### config.mk
export PLATFORM = sky130hd
export DESIGN_NAME = multicycle_ctrl_flat
export DESIGN_NICKNAME = d
export VERILOG_FILES = /design/src/rtl/multicycle_ctrl_if.sv /design/src/rtl/multicycle_ctrl.sv /design/src/flat_wrapper.sv
export SDC_FILE = /design/constraint.sdc
export NUM_CORES = 1
export LEC_CHECK = 0
export BUFFER_PORTS_ARGS = -buffer_cell sky130_fd_sc_hd__buf_2
export CAP_MARGIN = 0
export CORE_ASPECT_RATIO = 2
export CORE_UTILIZATION = 55
export CTS_CLUSTER_SIZE = 14
export DETAILED_ROUTE_END_ITERATION = 12
export PLACE_DENSITY_LB_ADDON = 0.15
export SLEW_MARGIN = 20
export SYNTH_ARGS = -nofsm -noshare
export SYNTH_HDL_FRONTEND = slang
export SYNTH_SLANG_ARGS = --single-unit
### constraint.sdc
create_clock -name clk -period 3.75 [get_ports clk]
set_clock_uncertainty 0.15 [all_clocks]
set_input_delay 0.5625 -clock clk [delete_from_list [all_inputs] [get_ports clk]]
set_output_delay 0.5625 -clock clk [all_outputs]
set_load 0.05 [all_outputs]
### src/rtl/multicycle_ctrl_if.sv
// Control bus between the multicycle sequencer and its datapath/memories.
// The sequencer side uses the master modport; the datapath side uses slave.
interface multicycle_ctrl_if;
  logic [6:0]  opcode;
  logic        br_taken;
  logic        imem_ack;
  logic        dmem_ack;
  logic        imem_req;
  logic        ir_we;
  logic        dmem_req;
  logic        dmem_we;
  logic        rf_we;
  logic [1:0]  wb_sel;
  logic        alu_src_b;
  logic [1:0]  alu_op;
  logic        pc_we;
  logic [1:0]  pc_src;
  logic        trap;
  logic [31:0] retired;

  modport master (
    input  opcode, br_taken, imem_ack, dmem_ack,
    output imem_req, ir_we, dmem_req, dmem_we, rf_we, wb_sel,
           alu_src_b, alu_op, pc_we, pc_src, trap, retired
  );

  modport slave (
    output opcode, br_taken, imem_ack, dmem_ack,
    input  imem_req, ir_we, dmem_req, dmem_we, rf_we, wb_sel,
           alu_src_b, alu_op, pc_we, pc_src, trap, retired
  );
endinterface

### src/rtl/multicycle_ctrl.sv
// Multicycle RV32-style instruction sequencer: FETCH/DECODE/EXEC/MEM/WB with
// memory-wait timeout into a sticky TRAP state and a retired-instruction counter.
module multicycle_ctrl #(
  parameter int TIMEOUT = 15
) (
  input  logic              clk,
  input  logic              rst,
  multicycle_ctrl_if.master bus
);

  localparam int WW = (TIMEOUT < 1) ? 1 : $clog2(TIMEOUT + 1);
  localparam logic [WW-1:0] WAIT_MAX = WW'(TIMEOUT);

  localparam logic [2:0] S_FETCH  = 3'd0;
  localparam logic [2:0] S_DECODE = 3'd1;
  localparam logic [2:0] S_EXEC   = 3'd2;
  localparam logic [2:0] S_MEM    = 3'd3;
  localparam logic [2:0] S_WB     = 3'd4;
  localparam logic [2:0] S_TRAP   = 3'd5;

  localparam logic [3:0] C_ILL   = 4'd0;
  localparam logic [3:0] C_R     = 4'd1;
  localparam logic [3:0] C_I     = 4'd2;
  localparam logic [3:0] C_LOAD  = 4'd3;
  localparam logic [3:0] C_STORE = 4'd4;
  localparam logic [3:0] C_BR    = 4'd5;
  localparam logic [3:0] C_JAL   = 4'd6;
  localparam logic [3:0] C_JALR  = 4'd7;
  localparam logic [3:0] C_LUI   = 4'd8;
  localparam logic [3:0] C_AUIPC = 4'd9;

  function automatic logic [3:0] f_classify(input logic [6:0] op);
    case (op)
      7'b0110011: f_classify = C_R;
      7'b0010011: f_classify = C_I;
      7'b0000011: f_classify = C_LOAD;
      7'b0100011: f_classify = C_STORE;
      7'b1100011: f_classify = C_BR;
      7'b1101111: f_classify = C_JAL;
      7'b1100111: f_classify = C_JALR;
      7'b0110111: f_classify = C_LUI;
      7'b0010111: f_classify = C_AUIPC;
      default:    f_classify = C_ILL;
    endcase
  endfunction

  logic [2:0]    r_state;
  logic [3:0]    r_cls;
  logic [WW-1:0] r_wait;
  logic [31:0]   r_retired;

  logic [2:0]    w_next;
  logic [WW-1:0] w_wait_next;
  logic [3:0]    w_dec_cls;
  logic          w_imem_req, w_ir_we, w_dmem_req, w_dmem_we, w_rf_we;
  logic          w_alu_src_b, w_pc_we, w_trap;
  logic [1:0]    w_wb_sel, w_alu_op, w_pc_src;

  assign w_dec_cls = f_classify(bus.opcode);

  always_comb begin
    w_next      = r_state;
    w_wait_next = '0;
    w_imem_req  = 1'b0;
    w_ir_we     = 1'b0;
    w_dmem_req  = 1'b0;
    w_dmem_we   = 1'b0;
    w_rf_we     = 1'b0;
    w_wb_sel    = 2'b00;
    w_alu_src_b = 1'b0;
    w_alu_op    = 2'b00;
    w_pc_we     = 1'b0;
    w_pc_src    = 2'b00;
    w_trap      = 1'b0;
    case (r_state)
      S_FETCH: begin
        w_imem_req = 1'b1;
        if (bus.imem_ack) begin
          w_ir_we = 1'b1;
          w_next  = S_DECODE;
        end else if (r_wait == WAIT_MAX) begin
          w_next = S_TRAP;
        end else begin
          w_wait_next = r_wait + WW'(1);
        end
      end
      S_DECODE: w_next = (w_dec_cls == C_ILL) ? S_TRAP : S_EXEC;
      S_EXEC: begin
        w_alu_src_b = (r_cls == C_I) || (r_cls == C_LOAD) || (r_cls == C_STORE) ||
                      (r_cls == C_LUI) || (r_cls == C_AUIPC) || (r_cls == C_JALR);
        w_alu_op    = ((r_cls == C_R) || (r_cls == C_I)) ? 2'b10 :
                      (r_cls == C_BR) ? 2'b01 : 2'b00;
        if ((r_cls == C_LOAD) || (r_cls == C_STORE)) begin
          w_next = S_MEM;
        end else if (r_cls == C_BR) begin
          w_pc_we  = 1'b1;
          w_pc_src = bus.br_taken ? 2'b01 : 2'b00;
          w_next   = S_FETCH;
        end else begin
          w_next = S_WB;
        end
      end
      S_MEM: begin
        w_dmem_req = 1'b1;
        w_dmem_we  = (r_cls == C_STORE);
        if (bus.dmem_ack) begin
          if (r_cls == C_STORE) begin
            w_pc_we = 1'b1;
            w_next  = S_FETCH;
          end else begin
            w_next = S_WB;
          end
        end else if (r_wait == WAIT_MAX) begin
          w_next = S_TRAP;
        end else begin
          w_wait_next = r_wait + WW'(1);
        end
      end
      S_WB: begin
        w_rf_we  = 1'b1;
        w_pc_we  = 1'b1;
        w_wb_sel = (r_cls == C_LOAD) ? 2'b01 :
                   ((r_cls == C_JAL) || (r_cls == C_JALR)) ? 2'b10 : 2'b00;
        w_pc_src = (r_cls == C_JAL) ? 2'b01 : (r_cls == C_JALR) ? 2'b10 : 2'b00;
        w_next   = S_FETCH;
      end
      S_TRAP:  w_trap = 1'b1;
      default: w_next = S_FETCH;
    endcase
  end

  always_ff @(posedge clk) begin
    if (rst) begin
      r_state   <= S_FETCH;
      r_cls     <= C_ILL;
      r_wait    <= '0;
      r_retired <= '0;
    end else begin
      r_state <= w_next;
      r_wait  <= w_wait_next;
      if (r_state == S_DECODE) r_cls <= w_dec_cls;
      // Counter only advances on PC-update cycles so it simply wraps at 2^32.
      if (w_pc_we) r_retired <= r_retired + 32'd1;
    end
  end

  assign bus.imem_req  = w_imem_req;
  assign bus.ir_we     = w_ir_we;
  assign bus.dmem_req  = w_dmem_req;
  assign bus.dmem_we   = w_dmem_we;
  assign bus.rf_we     = w_rf_we;
  assign bus.wb_sel    = w_wb_sel;
  assign bus.alu_src_b = w_alu_src_b;
  assign bus.alu_op    = w_alu_op;
  assign bus.pc_we     = w_pc_we;
  assign bus.pc_src    = w_pc_src;
  assign bus.trap      = w_trap;
  assign bus.retired   = r_retired;

endmodule

### src/flat_wrapper.sv
// flat-port wrapper written by rule: the top's interface ports become plain ports
module multicycle_ctrl_flat 
#(
  parameter int TIMEOUT = 15
)
  (clk, rst, bus_opcode, bus_br_taken, bus_imem_ack, bus_dmem_ack, bus_imem_req, bus_ir_we, bus_dmem_req, bus_dmem_we, bus_rf_we, bus_wb_sel, bus_alu_src_b, bus_alu_op, bus_pc_we, bus_pc_src, bus_trap, bus_retired);
  multicycle_ctrl_if bus_i ();
  input  logic clk;
  input  logic rst;
  input wire logic [$bits(bus_i.opcode)-1:0] bus_opcode;
  input wire logic [$bits(bus_i.br_taken)-1:0] bus_br_taken;
  input wire logic [$bits(bus_i.imem_ack)-1:0] bus_imem_ack;
  input wire logic [$bits(bus_i.dmem_ack)-1:0] bus_dmem_ack;
  output wire logic [$bits(bus_i.imem_req)-1:0] bus_imem_req;
  output wire logic [$bits(bus_i.ir_we)-1:0] bus_ir_we;
  output wire logic [$bits(bus_i.dmem_req)-1:0] bus_dmem_req;
  output wire logic [$bits(bus_i.dmem_we)-1:0] bus_dmem_we;
  output wire logic [$bits(bus_i.rf_we)-1:0] bus_rf_we;
  output wire logic [$bits(bus_i.wb_sel)-1:0] bus_wb_sel;
  output wire logic [$bits(bus_i.alu_src_b)-1:0] bus_alu_src_b;
  output wire logic [$bits(bus_i.alu_op)-1:0] bus_alu_op;
  output wire logic [$bits(bus_i.pc_we)-1:0] bus_pc_we;
  output wire logic [$bits(bus_i.pc_src)-1:0] bus_pc_src;
  output wire logic [$bits(bus_i.trap)-1:0] bus_trap;
  output wire logic [$bits(bus_i.retired)-1:0] bus_retired;
  assign bus_i.opcode = bus_opcode;
  assign bus_i.br_taken = bus_br_taken;
  assign bus_i.imem_ack = bus_imem_ack;
  assign bus_i.dmem_ack = bus_dmem_ack;
  assign bus_imem_req = bus_i.imem_req;
  assign bus_ir_we = bus_i.ir_we;
  assign bus_dmem_req = bus_i.dmem_req;
  assign bus_dmem_we = bus_i.dmem_we;
  assign bus_rf_we = bus_i.rf_we;
  assign bus_wb_sel = bus_i.wb_sel;
  assign bus_alu_src_b = bus_i.alu_src_b;
  assign bus_alu_op = bus_i.alu_op;
  assign bus_pc_we = bus_i.pc_we;
  assign bus_pc_src = bus_i.pc_src;
  assign bus_trap = bus_i.trap;
  assign bus_retired = bus_i.retired;
  multicycle_ctrl #(.TIMEOUT(TIMEOUT)) u_core (.clk(clk), .rst(rst), .bus(bus_i));
endmodule
==> results of run 1 <==
-- worst paths after layout --
kind	start	endpoint	slack, ps	cells after the start
max	u_core.r_state[2]	bus_pc_src[0]	710	5
min	u_core.r_wait[0]	u_core.r_wait[0]	320	1
max reg2reg	u_core.r_state[1]	u_core.bus.retired[28]	1060	5
min reg2reg	u_core.r_wait[0]	u_core.r_wait[0]	320	1
-- layout by cell type (no fill, tap or decap), types with 3 or more instances in the layout --
cell | netlist | routed
a211oi_1 | 3 | 3
nand3_1 | 19 | 19
nor2b_1 | 4 | 4
or3_1 | 5 | 5
xor2_1 | 10 | 10
o31ai_1 | 6 | 6
o211ai_1 | 3 | 3
and3_1 | 6 | 6
o21ai_0 | 10 | 10
a2111oi_0 | 3 | 3
nand4_1 | 6 | 6
a21oi_1 | 19 | 19
nand2b_1 | 5 | 5
inv_1 | 11 | 11
and2_1 | 4 | 4
buf_2 | 3 | 57
xnor2_1 | 10 | 10
nand3b_1 | 4 | 4
and4_1 | 3 | 3
nand2_1 | 14 | 14
o2111ai_1 | 4 | 4
nor2_1 | 40 | 40
or4_1 | 7 | 7
dfxtp_1 | 43 | 43
nor3_1 | 9 | 9
clkbuf_8 | 0 | 5
-- metrics by stage --
stage               util, %  cell area [um^2]  setup WS [ps]  instances
detailed placement     65.1              2690           1030        390
CTS                    67.1              2770            702        398
finish                 67.1              2770            708        398
global route           67.1              2770            562        398
global placement       65.1              2690           1060        390
floorplan                 -              2400            372        292
-- sequential cells by signal, summed over array words and instances, names as in the netlist --
register            count
u_core.r_wait           4
u_core.r_state          3
u_core.bus.retired     32
u_core.r_cls            4
-- synth_stat cells, types with 3 or more instances --
cell       number
a2111oi_0       3
nor3_1          9
and4_1          3
a211oi_1        3
nor2b_1         4
inv_1          11
o211ai_1        3
nand2_1        14
nand2b_1        5
nand4_1         6
xnor2_1        10
and3_1          6
or4_1           7
xor2_1         10
dfxtp_1        43
buf_2           3
o31ai_1         6
a21oi_1        19
or3_1           5
nor2_1         40
nand3_1        19
nand3b_1        4
and2_1          4
clkbuf_1        5
o2111ai_1       4
o21ai_0        10
-- cell type report --
| class | count | area share, % |
|---|---|---|
| Multi-Input combinational cell | 227 | 51.9 |
| Sequential cell | 43 | 31.1 |
| Timing Repair Buffer | 57 | 10.3 |
| Clock buffer | 7 | 2.76 |
| Tap cell | 52 | 2.35 |
| Inverter | 11 | 1.49 |
| Clock inverter | 1 | 0.181 |
-- layer usage --
metal  global-route usage (%)  wire, um  share of wire (%)
met1                     25.3      2200                 39
met2                     48.7      3050                 54
met3                     3.03       171                3.0
met4                     14.2       181                3.2
met5                        0         0                  0
-- logic make-up after synthesis --
group                      Yosys count
buffers and inverters               22
DFF                                 43
xor gates and xnor gates            20
and+or+nand+nor                    133
muxes                                4
AOI/OAI and AO/OA                   68
adders and majority gates            2
-- power groups by stage --
stage,Sequential [uW],Combinational [uW],Clock [uW]
4_1_cts,496,215,284
6_report,497,215,277
3_3_place_gp,506,213,0
3_5_place_dp,507,215,0
2_1_floorplan,509,168,0
5_1_grt,502,231,302
==> qor.log, run 1 <==
INFO  die            initial_core_util=58.1%
INFO  synth          synth_top_family_by_area=simple AND/OR/NAND/NOR gates
INFO  route          post_drt_via_cell_ratio=5.82
INFO  synth          synthesized_area_per_cell=8.21um^2
INFO  synth          synthSimpleGateAreaFrac=29.0%
INFO  pwr            peakVddDrop=0.344mV
INFO  pwr            overall_power=989uW
INFO  pwr            power_density=357mW/mm^2
INFO  clocking       numClockSinks=43
INFO  pwr            internal_dissipation=673uW
INFO  setup_path     worst_path_dominant_cell_family=simple AND/OR/NAND/NOR gates
INFO  route          post-route-drc-count=0
INFO  cells_and_area layout.nets=359
INFO  synth          synth.ff_latch_count=43
INFO  clocking       htreeDepth=2
INFO  timing         worstMarginPinSlew=786ps
INFO  setup_path     required=3040ps
INFO  pwr            total_leakage_power=0.00110uW
INFO  setup_path     worst-endpoint-arrival=2330ps
INFO  die            die_area=0.00465mm^2
INFO  setup_path     crit_slowest_cell=or3b_2
INFO  synth          post_synth_fa_ha_maj_area_fraction=1.04%
INFO  clocking       clk_root_buffer_cell=clkbuf_8
INFO  cells_and_area diodes=0
INFO  timing         grt_setup_unrepaired=no
INFO  die            placementRows=33
INFO  synth          synth.distinct_cells=56
INFO  timing         final_hold_viol_count=0
INFO  die            fp.dieH=95.4um
INFO  die            die_x=48.7um
INFO  cells_and_area area_of_the_multi_input_gates=0.00144mm^2
INFO  clocking       post_cts.resized_instances=0
INFO  setup_path     critical_path_class=flop to output pin
INFO  die            fp.coreArea=0.00413mm^2
INFO  setup_path     critPathBufInv=1
INFO  timing         timing.final.setup_violations=0
INFO  placed_design  place.detailed.hpwl=4310um
INFO  synth          yosys_warnings=0
INFO  pwr            power_frac_seq=50.3%
INFO  timing         slew_headroom=47.3%
INFO  setup_path     slowest_delay=540ps
INFO  synth          yosys-top-cells-area=dfxtp_1 (36%), nor2_1 (6.3%), a21oi_1 (4.0%)
INFO  cells_and_area regArea=861um^2
INFO  pwr            p_switching=315uW
INFO  grt            number_of_global_route_vias_before_repair=2055
INFO  synth          synth_edf_count=0
INFO  clocking       cts_tree=done
INFO  pwr            p_comb_share=21.7%
INFO  grt            grt-ovfl-total=0
INFO  synth          syn_nets=306
INFO  synth          synth.yosys.seq_area_share=35.9%
INFO  cells_and_area final.fill_count=406
INFO  synth          post-synth-top-area-fraction=35.9%
INFO  synth          yosys.area.top_type=dfxtp_1
INFO  worst_hold_path hold_class=flop to flop
INFO  route          detailedRoute.firstIterationViolations=52
INFO  cells_and_area ratio_of_cells_with_drive_above_1_in_the_final_layout=21.4%
INFO  setup_path     path_max_fanout=8
INFO  setup_path     startpoint_type_of_the_worst_setup_path=flop
INFO  job            max_cap_violations=0
INFO  placed_design  routabilityCongestion=0.898
INFO  route          totalWireLength=5610um
INFO  synth          post_synth_mux_area_share=1.88%
INFO  pwr            switching_share=31.9%
INFO  synth          postSynth.asyncResetShare=0%
INFO  grt            antenna_found_initial=0
INFO  grt            grt_usage=25.2%
INFO  route          routed-via-count=2317
INFO  synth          synth.cell_area=0.00240mm^2
INFO  setup_path     crit_path_cell_trace=or3b_2 -> or3_1 -> or2_2 -> o21ai_0 -> buf_2
INFO  clocking       postCtsSetupRepairBufs=0
INFO  outcome        status=finished, final reports clean
INFO  route          routed_wire_length_per_instance=14.1um
INFO  clocking       cts_inserted_buffers=5
INFO  clocking       cts.clk_slew.worst_paths=70ps
INFO  clocking       ctsLongestPathBuffers=2
INFO  placed_design  port_buffers=57
INFO  clocking       clk_latency_worst_skew_pair=290ps
INFO  timing         finalSetupTns=0ps
INFO  grt            wire_length_of_the_first_global_routing_pass=9110um
INFO  route          ant_nets=0
INFO  route          detailedRoute.firstPassIterationCount=4
INFO  timing         min_period=3040ps
INFO  synth          postSynthCellCount=292
INFO  timing         final.period_utilization=81.1%
INFO  cells_and_area area_growth_syn_to_layout=15.5%
INFO  setup_path     critical_path.endpoint_type=output pin
INFO  timing         timing.hold.ws=318ps
INFO  timing         max_fclk=0.329GHz
INFO  synth          yosys_most_used_dff=dfxtp_1
INFO  timing         slew_violations=0
INFO  synth          synth_xor_xnor_area_share=7.30%
INFO  grt            grt_start_max_net_pins=43
INFO  pwr            clock_network_fraction_of_total_power=28.0%
INFO  synth          synth-compound-area-share=20.7%
INFO  die            ioPinCount=58
INFO  clocking       hold_buffers=0
Power figures use the tool's default switching activity.
==> run 2: changes to the inputs <==
Settings changed: CORE_UTILIZATION 55 to 53.
Clock period 3.75 ns to 3 ns, I/O delays scaled along.
==> run 2 against run 1 <==
Compared with the run above: non-clock buffer count up 2; critical path type unchanged; global-route usage down 1.3 points; register-to-register slack worse by 720 ps.
==> qor.log, run 2 (same netlist as run 1, synthesis figures left out) <==
INFO  outcome        status=finished, final reports clean
INFO  pwr            peakVddDrop=0.371mV
INFO  route          routed_wire_length_per_instance=14.2um
INFO  pwr            total_leakage_power=0.00111uW
INFO  clocking       htreeDepth=2
INFO  grt            antenna_found_initial=0
INFO  placed_design  place.detailed.hpwl=4290um
INFO  cells_and_area layout.cells.non_filler=400
INFO  grt            number_of_global_route_vias_before_repair=2040
INFO  worst_hold_path hold_class=flop to flop
INFO  placed_design  detailed_place.area=0.00271mm^2
INFO  timing         slew_violations=0
INFO  pwr            power_density=440mW/mm^2
INFO  cells_and_area area_growth_syn_to_layout=16.0%
INFO  clocking       cts_tree=done
INFO  placed_design  routabilityCongestion=0.851
INFO  clocking       cts.clk_slew.worst_paths=70ps
INFO  cells_and_area layout.nets=361
INFO  placed_design  placed_cells_incl_taps=394
INFO  setup_path     critical_path_class=flop to output pin
INFO  die            fp.coreArea=0.00434mm^2
INFO  route          routed-via-count=2317
INFO  timing         timing.final.setup_violations=0
INFO  die            ioPinCount=58
INFO  timing         finalSetupTns=0ps
INFO  placed_design  port_buffers=57
INFO  setup_path     startpoint_type_of_the_worst_setup_path=flop
INFO  cells_and_area most_frequent_standard_cell_in_the_layout_excluding_fill_and_tap_cells=buf_2
INFO  setup_path     required=2400ps
INFO  die            initial_core_util=55.3%
INFO  grt            grt-ovfl-total=0
INFO  clocking       cts_inserted_buffers=5
INFO  cells_and_area final.fill_count=425
INFO  timing         timing.hold.ws=316ps
INFO  route          totalWireLength=5670um
INFO  timing         final.period_utilization=94.5%
INFO  clocking       clk_latency_worst_skew_pair=290ps
INFO  clocking       ctsLongestPathBuffers=2
INFO  grt            grt_usage=23.9%
INFO  clocking       numClockSinks=43
INFO  timing         final_hold_viol_count=0
INFO  route          post-route-drc-count=0
INFO  grt            wire_length_of_the_first_global_routing_pass=9100um
INFO  die            placementRows=34
INFO  timing         grt_setup_unrepaired=no
INFO  setup_path     critical_path.endpoint_type=output pin
INFO  route          detailedRoute.firstPassIterationCount=6
INFO  timing         slew_headroom=48.4%
INFO  die            die_x=49.6um
INFO  route          ant_nets=0
INFO  cells_and_area ratio_of_cells_with_drive_above_1_in_the_final_layout=22.0%
INFO  clocking       clk_root_buffer_cell=clkbuf_8
INFO  cells_and_area diodes=0
INFO  timing         worstMarginPinSlew=768ps
INFO  setup_path     worst-endpoint-arrival=2240ps
INFO  cells_and_area finalInstanceArea=0.00278mm^2
INFO  timing         min_period=2840ps
INFO  die            fp.dieH=97.1um
INFO  timing         max_fclk=0.353GHz
INFO  grt            grt_start_max_net_pins=43
INFO  route          post_drt_via_cell_ratio=5.79
INFO  cells_and_area most-common-layout-cells=buf_2 (56), dfxtp_1 (42), nor2_1 (40)
INFO  die            die_area=0.00481mm^2
INFO  setup_path     path_max_fanout=9
INFO  route          detailedRoute.firstIterationViolations=43
INFO  cells_and_area largest_register_ffs=32
INFO  job            max_cap_violations=0
run 2: final timing paths:
| kind | end | slack (ps) | cells after the start | start |
|---|---|---|---|---|
| worst max-delay path | bus_pc_src[0] | 160 | 5 | u_core.r_state[0] |
| worst min-delay path | u_core.r_wait[0] | 320 | 1 | u_core.r_wait[0] |
| worst max register to register | u_core.bus.retired[28] | 340 | 5 | u_core.r_state[1] |
| worst min register to register | u_core.r_wait[0] | 320 | 1 | u_core.r_wait[0] |
run 2: per-layer routing:
layer / global-route usage (%) / routed length (um) / vias up / share of wire (%)
li1: - / - / 1177 / -
met1: 24.9 / 2270 / 1073 / 40
met2: 44.5 / 3020 / 55 / 53
met3: 2.66 / 189 / 12 / 3.3
met4: 12.1 / 189 / 0 / 3.3
met5: 0 / 0 / - / 0
run 2: final cells by class:
cell class	instances	area, um^2	area share (%)
sequential	43	862	31.0
tap	54	67.6	2.43
multi-input combinational	227	1440	51.6
clock buffer	6	72.6	2.61
inverter	11	41.3	1.48
timing repair buffer	59	303	10.9
run 2: per-stage QoR:
stage,worst slack (ps),power (uW),utilization [%]
global route,49.6,1280,64.1
global placement,414,901,62.4
floorplan,61.5,846,-
finish,164,1220,64.1
CTS,94.4,1240,64.0
detailed placement,365,906,62.4
run 2: where the power goes:
part	leakage, uW	total [uW]	internal, uW	switching (uW)
clock	0.0000371	330	155	175
sequential	0.000348	624	591	32.9
combinational	0.000722	270	87.7	182
total	0.00111	1220	834	390
run 2: critical path, cell delays in order, from the launching register on:
cell and delay [ps]:
dfxtp_1 380, or3b_2 570, or3_1 340, or2_2 300, o21ai_1 110, clkbuf_4 240
run 2: repair_timing:
item,4_1_cts,5_1_grt
hold buffers,0,0
buffers inserted,0,0
gates resized for setup,0,2
endpoints found under the setup margin,0,1
